### src/rtl/capture_trigger_writer.sv
// rtl/capture_trigger_writer.sv - triggered I/Q capture into a buffer over an AXI-style write channel
module capture_trigger_writer #(
    parameter int buffer_length  = 10,
    parameter int capture_length = 10,
    parameter int index_bits     = 4,
    parameter int i_bits         = 12,
    parameter int q_bits         = 12
) (
    input  logic                       clk,
    input  logic                       rst,
    input  logic                       arm,
    input  logic                       force_trigger,
    input  logic                       trig_en,
    input  logic [i_bits:0]            threshold,
    input  logic                       sample_valid,
    input  logic [i_bits-1:0]          i_in,
    input  logic [q_bits-1:0]          q_in,
    output logic [index_bits-1:0]      m_axi_waddr,
    output logic                       m_axi_wvalid,
    output logic [i_bits+q_bits-1:0]   m_axi_wdata,
    input  logic                       s_axi_wready,
    input  logic                       s_axi_bvalid,
    input  logic                       s_axi_bresp,
    output logic                       m_axi_bready,
    output logic                       busy,
    output logic                       done,
    output logic                       overflow,
    output logic                       error
);
    localparam int m_bits   = i_bits + 1;
    localparam int cnt_bits = $clog2(capture_length + 1);
    localparam logic [index_bits-1:0] last_addr = index_bits'(capture_length - 1);
    localparam logic [cnt_bits-1:0]   cap_len   = cnt_bits'(capture_length);

    typedef enum logic [2:0] {IDLE, ARMED, CAPTURE, DRAIN, DONE} state_t;

    state_t                state, state_next;
    logic [index_bits-1:0] ptr;
    logic [cnt_bits-1:0]   issued;
    logic [cnt_bits-1:0]   resp_cnt, resp_next;

    // Sign-extend by one bit first so that |-2^(i_bits-1)| stays exact.
    logic [m_bits-1:0] i_ext, q_ext, abs_i, abs_q, mag;
    logic              trig;

    assign i_ext = {i_in[i_bits-1], i_in};
    assign q_ext = {{(m_bits-q_bits){q_in[q_bits-1]}}, q_in};
    assign abs_i = i_in[i_bits-1] ? (m_bits'(0) - i_ext) : i_ext;
    assign abs_q = q_in[q_bits-1] ? (m_bits'(0) - q_ext) : q_ext;
    assign mag   = abs_i + abs_q;
    assign trig  = sample_valid & (force_trigger | (trig_en & (mag >= threshold)));

    logic fire, count_resp, clear, accept, drop;

    assign fire       = m_axi_wvalid & s_axi_wready;
    assign count_resp = s_axi_bvalid & ((state == CAPTURE) | (state == DRAIN));
    assign resp_next  = resp_cnt + cnt_bits'(count_resp);
    assign busy       = (state == ARMED) | (state == CAPTURE) | (state == DRAIN);
    assign done       = (state == DONE);

    always_comb begin
        state_next = state;
        clear      = 1'b0;
        accept     = 1'b0;
        drop       = 1'b0;
        case (state)
            IDLE, DONE: begin
                if (arm) begin
                    state_next = ARMED;
                    clear      = 1'b1;
                end
            end
            ARMED: begin
                if (trig) begin
                    state_next = CAPTURE;
                    accept     = 1'b1;
                end
            end
            CAPTURE: begin
                // Once every address has been issued, trailing samples are ignored.
                if (sample_valid && (issued != cap_len)) begin
                    if (m_axi_wvalid && !s_axi_wready) drop = 1'b1;
                    else                                accept = 1'b1;
                end
                if (fire && (m_axi_waddr == last_addr)) state_next = DRAIN;
            end
            DRAIN: begin
                if (resp_next == cap_len) state_next = DONE;
            end
            default: state_next = IDLE;
        endcase
    end

    always_ff @(posedge clk) begin
        if (rst) begin
            state        <= IDLE;
            ptr          <= '0;
            issued       <= '0;
            resp_cnt     <= '0;
            m_axi_waddr  <= '0;
            m_axi_wdata  <= '0;
            m_axi_wvalid <= 1'b0;
            m_axi_bready <= 1'b0;
            overflow     <= 1'b0;
            error        <= 1'b0;
        end else begin
            state        <= state_next;
            m_axi_bready <= 1'b1;
            if (clear) begin
                ptr          <= '0;
                issued       <= '0;
                resp_cnt     <= '0;
                m_axi_waddr  <= '0;
                m_axi_wvalid <= 1'b0;
                overflow     <= 1'b0;
                error        <= 1'b0;
            end else begin
                if (fire) ptr <= ptr + index_bits'(fire);
                if (accept) begin
                    m_axi_wvalid <= 1'b1;
                    m_axi_waddr  <= ptr + index_bits'(fire);
                    m_axi_wdata  <= {i_in, q_in};
                    issued       <= issued + cnt_bits'(1);
                end else if (fire) begin
                    m_axi_wvalid <= 1'b0;
                end
                if (drop) overflow <= 1'b1;
                if (count_resp) begin
                    resp_cnt <= resp_next;
                    if (s_axi_bresp) error <= 1'b1;
                end
            end
        end
    end
endmodule

### config.mk
export PLATFORM = sky130hd
export DESIGN_NAME = capture_trigger_writer
export DESIGN_NICKNAME = d
export VERILOG_FILES = /design/src/rtl/capture_trigger_writer.sv
export SDC_FILE = /design/constraint.sdc
export NUM_CORES = 1
export LEC_CHECK = 0
export CAP_MARGIN = 10
export CORE_ASPECT_RATIO = 1.25
export CORE_UTILIZATION = 35
export CTS_BUF_LIST = sky130_fd_sc_hd__clkbuf_2
export CTS_CLUSTER_SIZE = 8
export DETAILED_ROUTE_END_ITERATION = 8
export PLACE_DENSITY = 0.69
export SYNTH_ARGS = -nofsm -noshare
export SYNTH_HDL_FRONTEND = slang
export SYNTH_SLANG_ARGS = --single-unit
### constraint.sdc
create_clock -name clk -period 4.39 [get_ports clk]
set_clock_uncertainty 0.2 [all_clocks]
set_input_delay 0.878 -clock clk [delete_from_list [all_inputs] [get_ports clk]]
set_output_delay 0.878 -clock clk [all_outputs]
set_load 0.02 [all_outputs]
==> results of run 1 <==
==> stage by stage <==
| step | total power [mW] | instance area [µm²] |
|---|---|---|
| after floorplan | 0.7814 | 3396 |
| after detailed placement | 1.014 | 4731 |
| final | 1.279 | 5159 |
| after global placement | 0.9978 | 4731 |
| after global routing | 1.372 | 5159 |
| after CTS | 1.237 | 4961 |
==> path summary, 6_finish.rpt <==
path,endpoint,slack (ps)
min,ptr[0],290
max reg2reg,state[0],1530
min reg2reg,ptr[0],290
max,issued[3],150
==> power by group <==
group / total (mW) / switching, mW / internal (mW)
combinational: 0.651 / 0.324 / 0.327
sequential: 0.460 / 0.0154 / 0.444
clock: 0.168 / 0.132 / 0.0359
==> state kept, by name, summed over array words and instances, names as in the netlist <==
name          count
m_axi_wdata      24
issued            4
m_axi_waddr       4
ptr               4
resp_cnt          4
state             3
error             1
m_axi_bready      1
m_axi_wvalid      1
overflow          1
==> routing by layer <==
metal  GRT usage [%]  wire length, µm  up-vias
met3           2.642              397       24
met4           9.462              456        0
met1           24.48             4396     1636
met2           38.02             5238      105
met5               0                0        -
li1                -                -     1793
==> final cells by class <==
| cell class | count | area (µm²) | area share, % |
|---|---|---|---|
| sequential | 47 | 940.9 | 18.24 |
| clock buffer | 6 | 30.03 | 0.5821 |
| multi-input combinational | 323 | 2516 | 48.78 |
| tap | 123 | 153.9 | 2.983 |
| timing repair buffer | 154 | 1390 | 26.95 |
| inverter | 34 | 127.6 | 2.474 |
==> layout by cell type, fill, tap and decap left out, types with 3 or more instances in the layout <==
master,instances
xnor2_1,20
and2_1,4
nand2_1,31
buf_12,3
or3_4,3
buf_6,7
a21oi_1,38
mux2i_1,4
nand2b_1,4
inv_2,6
a21oi_4,3
nor3_2,5
xor2_1,9
nor2_2,3
or3_1,3
inv_1,28
buf_4,64
nor3_1,3
dfxtp_1,47
clkdlybuf4s50_1,65
nor2_1,25
o21a_1,6
o21ai_1,30
ha_1,29
o31ai_4,4
a211oi_2,4
o21ai_2,4
nand2_2,3
nand3_1,3
o31ai_1,4
dlygate4sd2_1,4
ha_4,4
o21ai_0,8
clkbuf_2,12
o211ai_1,26
==> critical path, cell delays in order <==
cell           delay, ps
dlygate4sd2_1        250
nor2_2               150
nand2_2               90
o31ai_2              200
buf_4                180
xnor2_1               70
ha_1                 290
o21a_1               140
nor2_2                50
buf_4                140
o31a_1               300
xnor2_1              180
ha_1                 260
o21ai_1               80
nor2_1                70
a211o_1              330
and3_4               210
buf_12               140
o2111ai_2            190
mux2i_1              210
==> cells by family (layout without fill, tap and decap cells) <==
group	after synthesis	in the layout	share of synthesized area, %
compound gates	148	148	27.34
simple gates	105	105	15.03
buf+inv	56	194	7.737
flops	47	47	27.71
fa+ha+maj	34	34	12.75
xor+xnor	32	32	8.253
mux	4	4	1.179
==> timing repair <==
| action | in CTS | in global routing |
|---|---|---|
| cloned | 0 | 0 |
| endpoints found under the hold margin | 0 | 0 |
| setup buffers | 6 | 5 |
| endpoints found under the setup margin | 35 | 35 |
| pin swaps | 32 | 36 |
| gates resized for setup | 60 | 52 |
==> qor.yml, run 1 <==
status: "finished clean"
ant_nets: 0
die_w_um: 90.10
holdPathStages: 2
regToRegStartpoint: "state[1]"
via_count: 3558
cts_max_level: 2
hold-worst-slack_ps: 294.0
gr-usage-all-layers_pct: 20.95
syn_area_per_cell_um2: 7.971
diodes: 0
placementRows: 39
grt_pass1_wl_mm: 17.26
clock_sinks: 47
p_leak_nw: 2.100
routed_via_density: 5.179
worst_slew_pin_slew_ps: 984.6
start_kind: "primary input"
hold_violations: 0
synth_area_leaders: "dfxtp_1, ha_1, a21oi_1"
clockRootBuffer: "clkbuf_2"
cts_buffer_depth: 2
die_h_um: 112.1
ys_seq_elements: 47
finalSetupViolations: 0
layout-drive-gt1-share_pct: 26.24
vdd_drop_max_mv: 0.09856
cts_buffers: 5
pre_cts_slack_ps: -847.1
hpwl_mm: 7.960
post-route-period-util_pct: 96.64
worstHoldStart: "ptr[0]"
core_mm2: 0.009271
power_density_mw_per_mm2: 247.9
final_cell_count_no_fill: 687
insertion_delay_ps: 410
critPathKind: "primary input to flop"
first_pass_iters: 4
cap_viol_max_count: 0
hold_class: "flop to flop"
syn_area_mm2: 0.003396
setup_slack_ps: 147.7
synthTopCellsByCount: "dfxtp_1, a21oi_1, nand2_1"
antenna_found_initial: 0
synth_area_leader_cell: "dfxtp_1"
fin_tns_setup_ps: 0
max_slew_margin_pct: 34.20
final_util_pct: 55.64
syn_nets: 506
grt-ovfl-total: 0
io_pins: 80
fin_crit_ps: 4242
first_iter_violations: 153
synthFlopType: "dfxtp_1"
fillers: 820
slew_viol_final: 0
cts_tree: "done"
dieArea_mm2: 0.01010
routabilityCongestion: 0.9081
timing.fmax_mhz: 235.7
syn_inst: 426
netlist.area_leader.share_pct: 27.71
start_util_pct: 36.63
cp_max_fo: 10
drc_errors: 0
cp.required_ps: 4550
yosysUniqueCellTypes: 52
wl_per_cell_um: 15.27
nNetsFinal: 645
synth_edf_count: 0
r2r_cells: 10
synth_most_common_cell: "dfxtp_1"
ys_async_sr_fraction_pct: 0
port_buffers: 79
cp.arrival_ps: 4400
worstSetupStartpoint: "q_in[3]"
syn_to_final_growth_pct: 51.92
grt_pass1_vias: 3639
ys_seq_area_share_pct: 27.71
grt_start_max_net_pins: 30
place_inst: 671
yosys_warnings: 0
hold_buffers: 0
critical_path.endpoint_type: "flop"
clk_pin_slew_ps: 220
wl_mm: 10.49
Power figures use the tool's default switching activity.
==> inputs of run 2 (changes only) <==
--- a/config.mk
+++ b/config.mk
@@ -7,11 +7,11 @@
 export LEC_CHECK = 0
 export CAP_MARGIN = 10
 export CORE_ASPECT_RATIO = 1.25
-export CORE_UTILIZATION = 35
+export CORE_UTILIZATION = 47
 export CTS_BUF_LIST = sky130_fd_sc_hd__clkbuf_2
 export CTS_CLUSTER_SIZE = 8
 export DETAILED_ROUTE_END_ITERATION = 8
-export PLACE_DENSITY = 0.69
+export PLACE_DENSITY = 0.86
 export SYNTH_ARGS = -nofsm -noshare
 export SYNTH_HDL_FRONTEND = slang
 export SYNTH_SLANG_ARGS = --single-unit
==> qor.yml, run 2 (synthesis results as in run 1) <==
cts_buffers: 5  # unchanged
layout-drive-gt1-share_pct: 26.54  # +0.30 points
fin_crit_ps: 4372  # +130.0 ps
port_buffers: 79  # unchanged
clk_pin_slew_ps: 230  # about the same
grt_pass1_wl_mm: 16.69  # -3.3%
first_pass_iters: 4  # unchanged
hold_buffers: 0  # unchanged
fillers: 505  # -38%
antenna_found_initial: 0  # unchanged
via_count: 3737  # +5.0%
grt-ovfl-total: 0  # unchanged
diodes: 0  # unchanged
io_pins: 80  # unchanged
timing.fmax_mhz: 228.7  # -3.0%
die_w_um: 78.03  # -13%
cts_buffer_depth: 2  # unchanged
cp.required_ps: 4520  # -30 ps
routed_via_density: 5.671  # +9.5%
gr-usage-all-layers_pct: 27.57  # +6.6 points
die_h_um: 97.04  # -13%
core_mm2: 0.006977  # -25%
place_inst: 636  # -5.2%
cap_viol_max_count: 0  # unchanged
cts_max_level: 2  # unchanged
hold_class: "flop to flop"
status: "finished clean"
cts_tree: "done"
start_util_pct: 48.67  # +12 points
regMostFlops: "m_axi_wdata"
finalSetupViolations: 0  # unchanged
first_iter_violations: 174  # +14%
ant_nets: 0  # unchanged
insertion_delay_ps: 430  # +20 ps
clock_sinks: 47  # unchanged
routabilityCongestion: 0.9707  # +6.9%
cp_max_fo: 5  # -5
slew_viol_final: 0  # unchanged
layout_commonest_cell: "buf_4"
clockRootBuffer: "clkbuf_2"
crit_chain: "dlygate4sd2_1 -> buf_4 -> nand2b_1 -> xnor2_1 -> ha_1 -> nor2b_1 -> o21ai_2 -> a21boi_2 -> nor2_1 -> o31a_1 -> xnor2_1 -> ha_1 -> and4_1 -> a211o_1 -> a21oi_4 -> buf_6 -> o21ai_4 -> a211oi_2"
p_leak_nw: 2.093  # -0.33%
wl_per_cell_um: 17.07  # +12%
hold_violations: 0  # unchanged
p_total_mw: 1.295  # +1.3%
dieArea_mm2: 0.007571  # -25%
slowest_delay_ps: 310  # -20 ps
critical_path.endpoint_type: "flop"
vdd_drop_max_mv: 0.1561  # +58%
grt_pass1_vias: 3610  # -0.80%
cp.arrival_ps: 4500  # +100 ps
power_density_mw_per_mm2: 256.5  # +3.5%
critPathKind: "primary input to flop"
placementRows: 34  # -13%
regArea_um2: 940.9  # unchanged
max_slew_margin_pct: 34.24  # +0.045 points
worst_slew_pin_slew_ps: 983.9  # -0.6708 ps
mostFrequentLayoutCells: "buf_4, clkdlybuf4s50_1, dfxtp_1"
syn_to_final_growth_pct: 48.67
hpwl_mm: 7.795  # -2.1%
largest_reg_flops: 24  # unchanged
post-route-period-util_pct: 99.60  # +3.0 points
cp_slowest_cell: "dlygate4sd2_1"
wl_mm: 11.25  # +7.3%
multi_input_area_mm2: 0.002430  # -3.4%
grt_start_max_net_pins: 30  # unchanged
final_cell_count_no_fill: 659  # -4.1%
drc_errors: 0  # unchanged
nNetsFinal: 650  # +0.78%
start_kind: "primary input"
run 2: path summary, 6_finish.rpt:
| path | start | endpoint | slack, ps | cells after the start |
|---|---|---|---|---|
| worst max-delay path | i_in[11] | m_axi_waddr[2] | 20 | 18 |
| worst min register to register | ptr[0] | ptr[0] | 280 | 2 |
| worst min-delay path | ptr[0] | ptr[0] | 280 | 2 |
| worst max register to register | state[1] | state[1] | 1410 | 10 |
run 2: metrics by stage:
step | hold slack, ps | setup TNS, ps | util, % | area (µm²) | worst slack (ps)
after floorplan | 240.6 | 0 | - | 3396 | 44.70
after global routing | 313.3 | -1762 | 72.36 | 5049 | -96.38
after detailed placement | 258.8 | -28960 | 67.00 | 4674 | -941.5
final | 284.6 | 0 | 72.36 | 5049 | 17.70
after global placement | 247.7 | -22460 | 67.00 | 4674 | -699.3
after CTS | 283.1 | 0 | 70.07 | 4888 | 33.27
run 2: area by class of cell:
type,instances,area share (%)
inverters,34,2.528
clock buffers,6,0.5948
multi-input cells,323,48.13
repair buffers,159,27.88
flip-flops and latches,47,18.64
well taps,90,2.230
run 2: repair_timing:
action                     CTS  global route
buffers inserted             8             9
cloned                       1             1
setup endpoints to repair   35            35
resized for setup           70            40
pin swaps                   34            42
run 2: critical path, delay by kind of cell:
| family | cells | cell delay (ps) |
|---|---|---|
| AO/OA/AOI/OAI | 7 | 1520 |
| buffers and inverters | 3 | 670 |
| adder cells (fa/ha/maj) | 2 | 570 |
| XOR/XNOR | 2 | 340 |
| AND/OR/NAND/NOR | 4 | 510 |
run 2: metal layers:
| layer | routed length (µm) | track usage (%) |
|---|---|---|
| met4 | 451 | 12.25 |
| met2 | 5797 | 50.78 |
| met5 | 0 | 0 |
| met1 | 4432 | 31.08 |
| met3 | 571 | 3.491 |
run 2: where the power goes:
group	internal, mW	switching [mW]	total [mW]	leakage (nW)
sequential	0.444	0.0156	0.460	0.381
combinational	0.326	0.339	0.665	1.69
clock	0.0359	0.134	0.170	0.0249
total	0.806	0.489	1.29	2.09
==> inputs of run 3 (changes only) <==
==> constraint.sdc (replaced) <==
create_clock -name clk -period 4.39 [get_ports clk]
set_clock_uncertainty 0.2 [all_clocks]
set_input_delay 0.439 -clock clk [delete_from_list [all_inputs] [get_ports clk]]
set_output_delay 0.439 -clock clk [all_outputs]
set_load 0.02 [all_outputs]
==> qor.yml, run 3 (synthesis results as in run 1) <==
status: "finished clean"
cts_max_level: 2  # unchanged
hold_class: "primary input to flop"
start_util_pct: 48.67  # unchanged
port_buffers: 79  # unchanged
grt_start_max_net_pins: 30  # unchanged
antenna_found_initial: 0  # unchanged
largest_reg_flops: 24  # unchanged
vdd_drop_max_mv: 0.1606  # +2.9%
r2r_slack_ps: 1460  # +50 ps
grtUsageMet3_pct: 3.302  # -0.19 points
cp_slowest_cell: "clkdlybuf4s50_1"
insertion_delay_ps: 420  # about the same
nNetsFinal: 630  # -3.1%
grt-ovfl-total: 0  # unchanged
slowest_delay_ps: 520  # +210 ps
ant_nets: 0  # unchanged
wl_per_cell_um: 16.94  # -0.81%
grt_pass1_wl_mm: 16.36  # -2.0%
met2_usage_pct: 50.78  # unchanged
clk_pin_slew_ps: 250  # +20 ps
die_h_um: 97.04  # unchanged
diodes: 0  # unchanged
grt_pass1_vias: 3596  # -0.39%
critPathKind: "primary input to flop"
clockRootBuffer: "clkbuf_2"
timing.fmax_mhz: 232.9  # +1.9%
setup_slack_ps: 97.22  # +79.51 ps
cts_buffer_depth: 2  # unchanged
placementRows: 34  # unchanged
clock_sinks: 47  # unchanged
layout_commonest_cell: "clkdlybuf4s50_1"
dieArea_mm2: 0.007571  # unchanged
placed_cell_area_mm2: 0.004594  # -1.7%
mostFrequentLayoutCells: "clkdlybuf4s50_1, buf_4, dfxtp_1"
p_int_uw: 781.3  # -3.1%
via_count: 3738  # +0.027%
top_usage_layer: "met2"
finalSetupViolations: 0  # unchanged
cp.arrival_ps: 4450  # -50 ps
die_w_um: 78.03  # unchanged
syn_to_final_growth_pct: 42.52
critical_path.endpoint_type: "flop"
crit_chain: "clkdlybuf4s50_1 -> inv_2 -> ha_1 -> nand2_1 -> o31ai_2 -> buf_4 -> buf_4 -> xnor2_1 -> ha_1 -> o21a_1 -> nor2_1 -> buf_4 -> o31ai_2 -> a21oi_1 -> xnor2_1 -> ha_1 -> a21o_1 -> a21oi_2 -> o21ai_2 -> buf_4 -> a21oi_4 -> buf_6 -> o21ai_2 -> a211oi_1"
p_clk_share_pct: 14.5  # +1.3 points
post-route-period-util_pct: 97.79  # -1.8 points
cp_max_fo: 5  # unchanged
power_density_mw_per_mm2: 260.6  # +1.6%
slew_viol_final: 0  # unchanged
fin_tns_setup_ps: 0  # unchanged
layout-drive-gt1-share_pct: 19.24  # -7.3 points
routabilityCongestion: 0.9154  # -5.7%
pwr-share-comb_pct: 48.9  # -2.4 points
drc_errors: 0  # unchanged
cap_viol_max_count: 0  # unchanged
routed_via_density: 5.832  # +2.8%
crit_buf_inv: 7  # +4
final_util_pct: 69.37  # -3.0 points
p_leak_nw: 1.975  # -5.6%
hold_violations: 0  # unchanged
gr-usage-all-layers_pct: 27.12  # -0.45 points
first_pass_iters: 4  # unchanged
cpLargestDelayFamily: "compound AO/OA/AOI/OAI gates"
max_slew_margin_pct: 23.28  # -11 points
use_met1_pct: 30.45  # -0.63 points
cp.required_ps: 4550  # +30 ps
fin_area_mm2: 0.004840  # -4.1%
fillers: 529  # +4.8%
io_pins: 80  # unchanged
swShare_pct: 38.06  # +0.33 points
fin_crit_ps: 4293  # -79.51 ps
p_switching_uw: 480.0  # -1.8%
hpwl_mm: 7.830  # +0.45%
start_kind: "primary input"
first_iter_violations: 269  # +55%
cpMostUsedCell: "buf_4"
pre_cts_slack_ps: -446.2  # +495.3 ps
wl_mm: 10.86  # -3.5%
regMostFlops: "m_axi_wdata"
cts_buffers: 5  # unchanged
cts_tree: "done"
pwr-share-seq_pct: 36.5  # +1.0 points
core_mm2: 0.006977  # unchanged
worst_slew_pin_slew_ps: 1147  # +163.2 ps
[run 3: changes by cell type in the layout (fill, tap and decap cells not counted), sizes merged]
| cell | previous run | this run |
|---|---|---|
| clkdlybuf4s15 | 1 | 0 |
| clkdlybuf4s50 | 62 | 77 |
| clkbuf | 12 | 5 |
| dlymetal6s2s | 3 | 2 |
| clkinv | 0 | 1 |
| buf | 83 | 60 |
| clkinvlp | 0 | 2 |
| dlygate4sd2 | 4 | 0 |
[run 3: path summary, 6_finish.rpt]
check / start / to / depth (start not counted)
setup / recovery: q_in[1] / m_axi_waddr[3] / 24
hold / removal: i_in[1] / m_axi_wdata[13] / 4
setup reg to reg: state[1] / state[0] / 10
hold reg to reg: ptr[0] / ptr[0] / 2
[run 3: final cells by class]
class	instances	area, µm²	area share (%)
clock buffer	5	25.02	0.5171
tap	90	112.6	2.327
clock inverter	3	20.02	0.4137
timing repair buffer	139	1282	26.50
inverter	34	127.6	2.637
multi-input combinational	323	2331	48.16
sequential	47	940.9	19.44
[run 3: power by group through the flow]
stage	registers [mW]	clock network (mW)	logic, mW
after floorplan	0.479	0	0.303
after global placement	0.467	0	0.510
after detailed placement	0.468	0	0.533
after CTS	0.460	0.184	0.538
after global routing	0.463	0.205	0.667
final	0.461	0.183	0.617
[run 3: per-layer routing]
layer | vias up | wire (µm)
met5 | - | 0
met4 | 0 | 461
met3 | 40 | 575
met2 | 151 | 5689
met1 | 1785 | 4129
li1 | 1762 | -
[run 3: per-stage QoR]
| stage | instances | hold slack, ps | power (mW) |
|---|---|---|---|
| 6_report | 641 | 243.8 | 1.261 |
| 2_1_floorplan | 426 | 240.6 | 0.7814 |
| 5_1_grt | 641 | 250.2 | 1.335 |
| 4_1_cts | 635 | 297.1 | 1.182 |
| 3_5_place_dp | 627 | 256.8 | 1.001 |
| 3_3_place_gp | 627 | 247.0 | 0.9774 |
[run 3: what timing repair did]
action | CTS | global route
endpoints found under the hold margin | 0 | 0
gates resized for setup | 3 | 42
hold buffers | 0 | 0
buffers inserted | 0 | 4
pin swaps | 1 | 15
endpoints found under the setup margin | 4 | 35
gates cloned | 0 | 2
[run 3: worst min-delay path, delay by kind of cell]
kind            cells  cell delay [ps]
compound gates      2              140
buf+inv             2              290
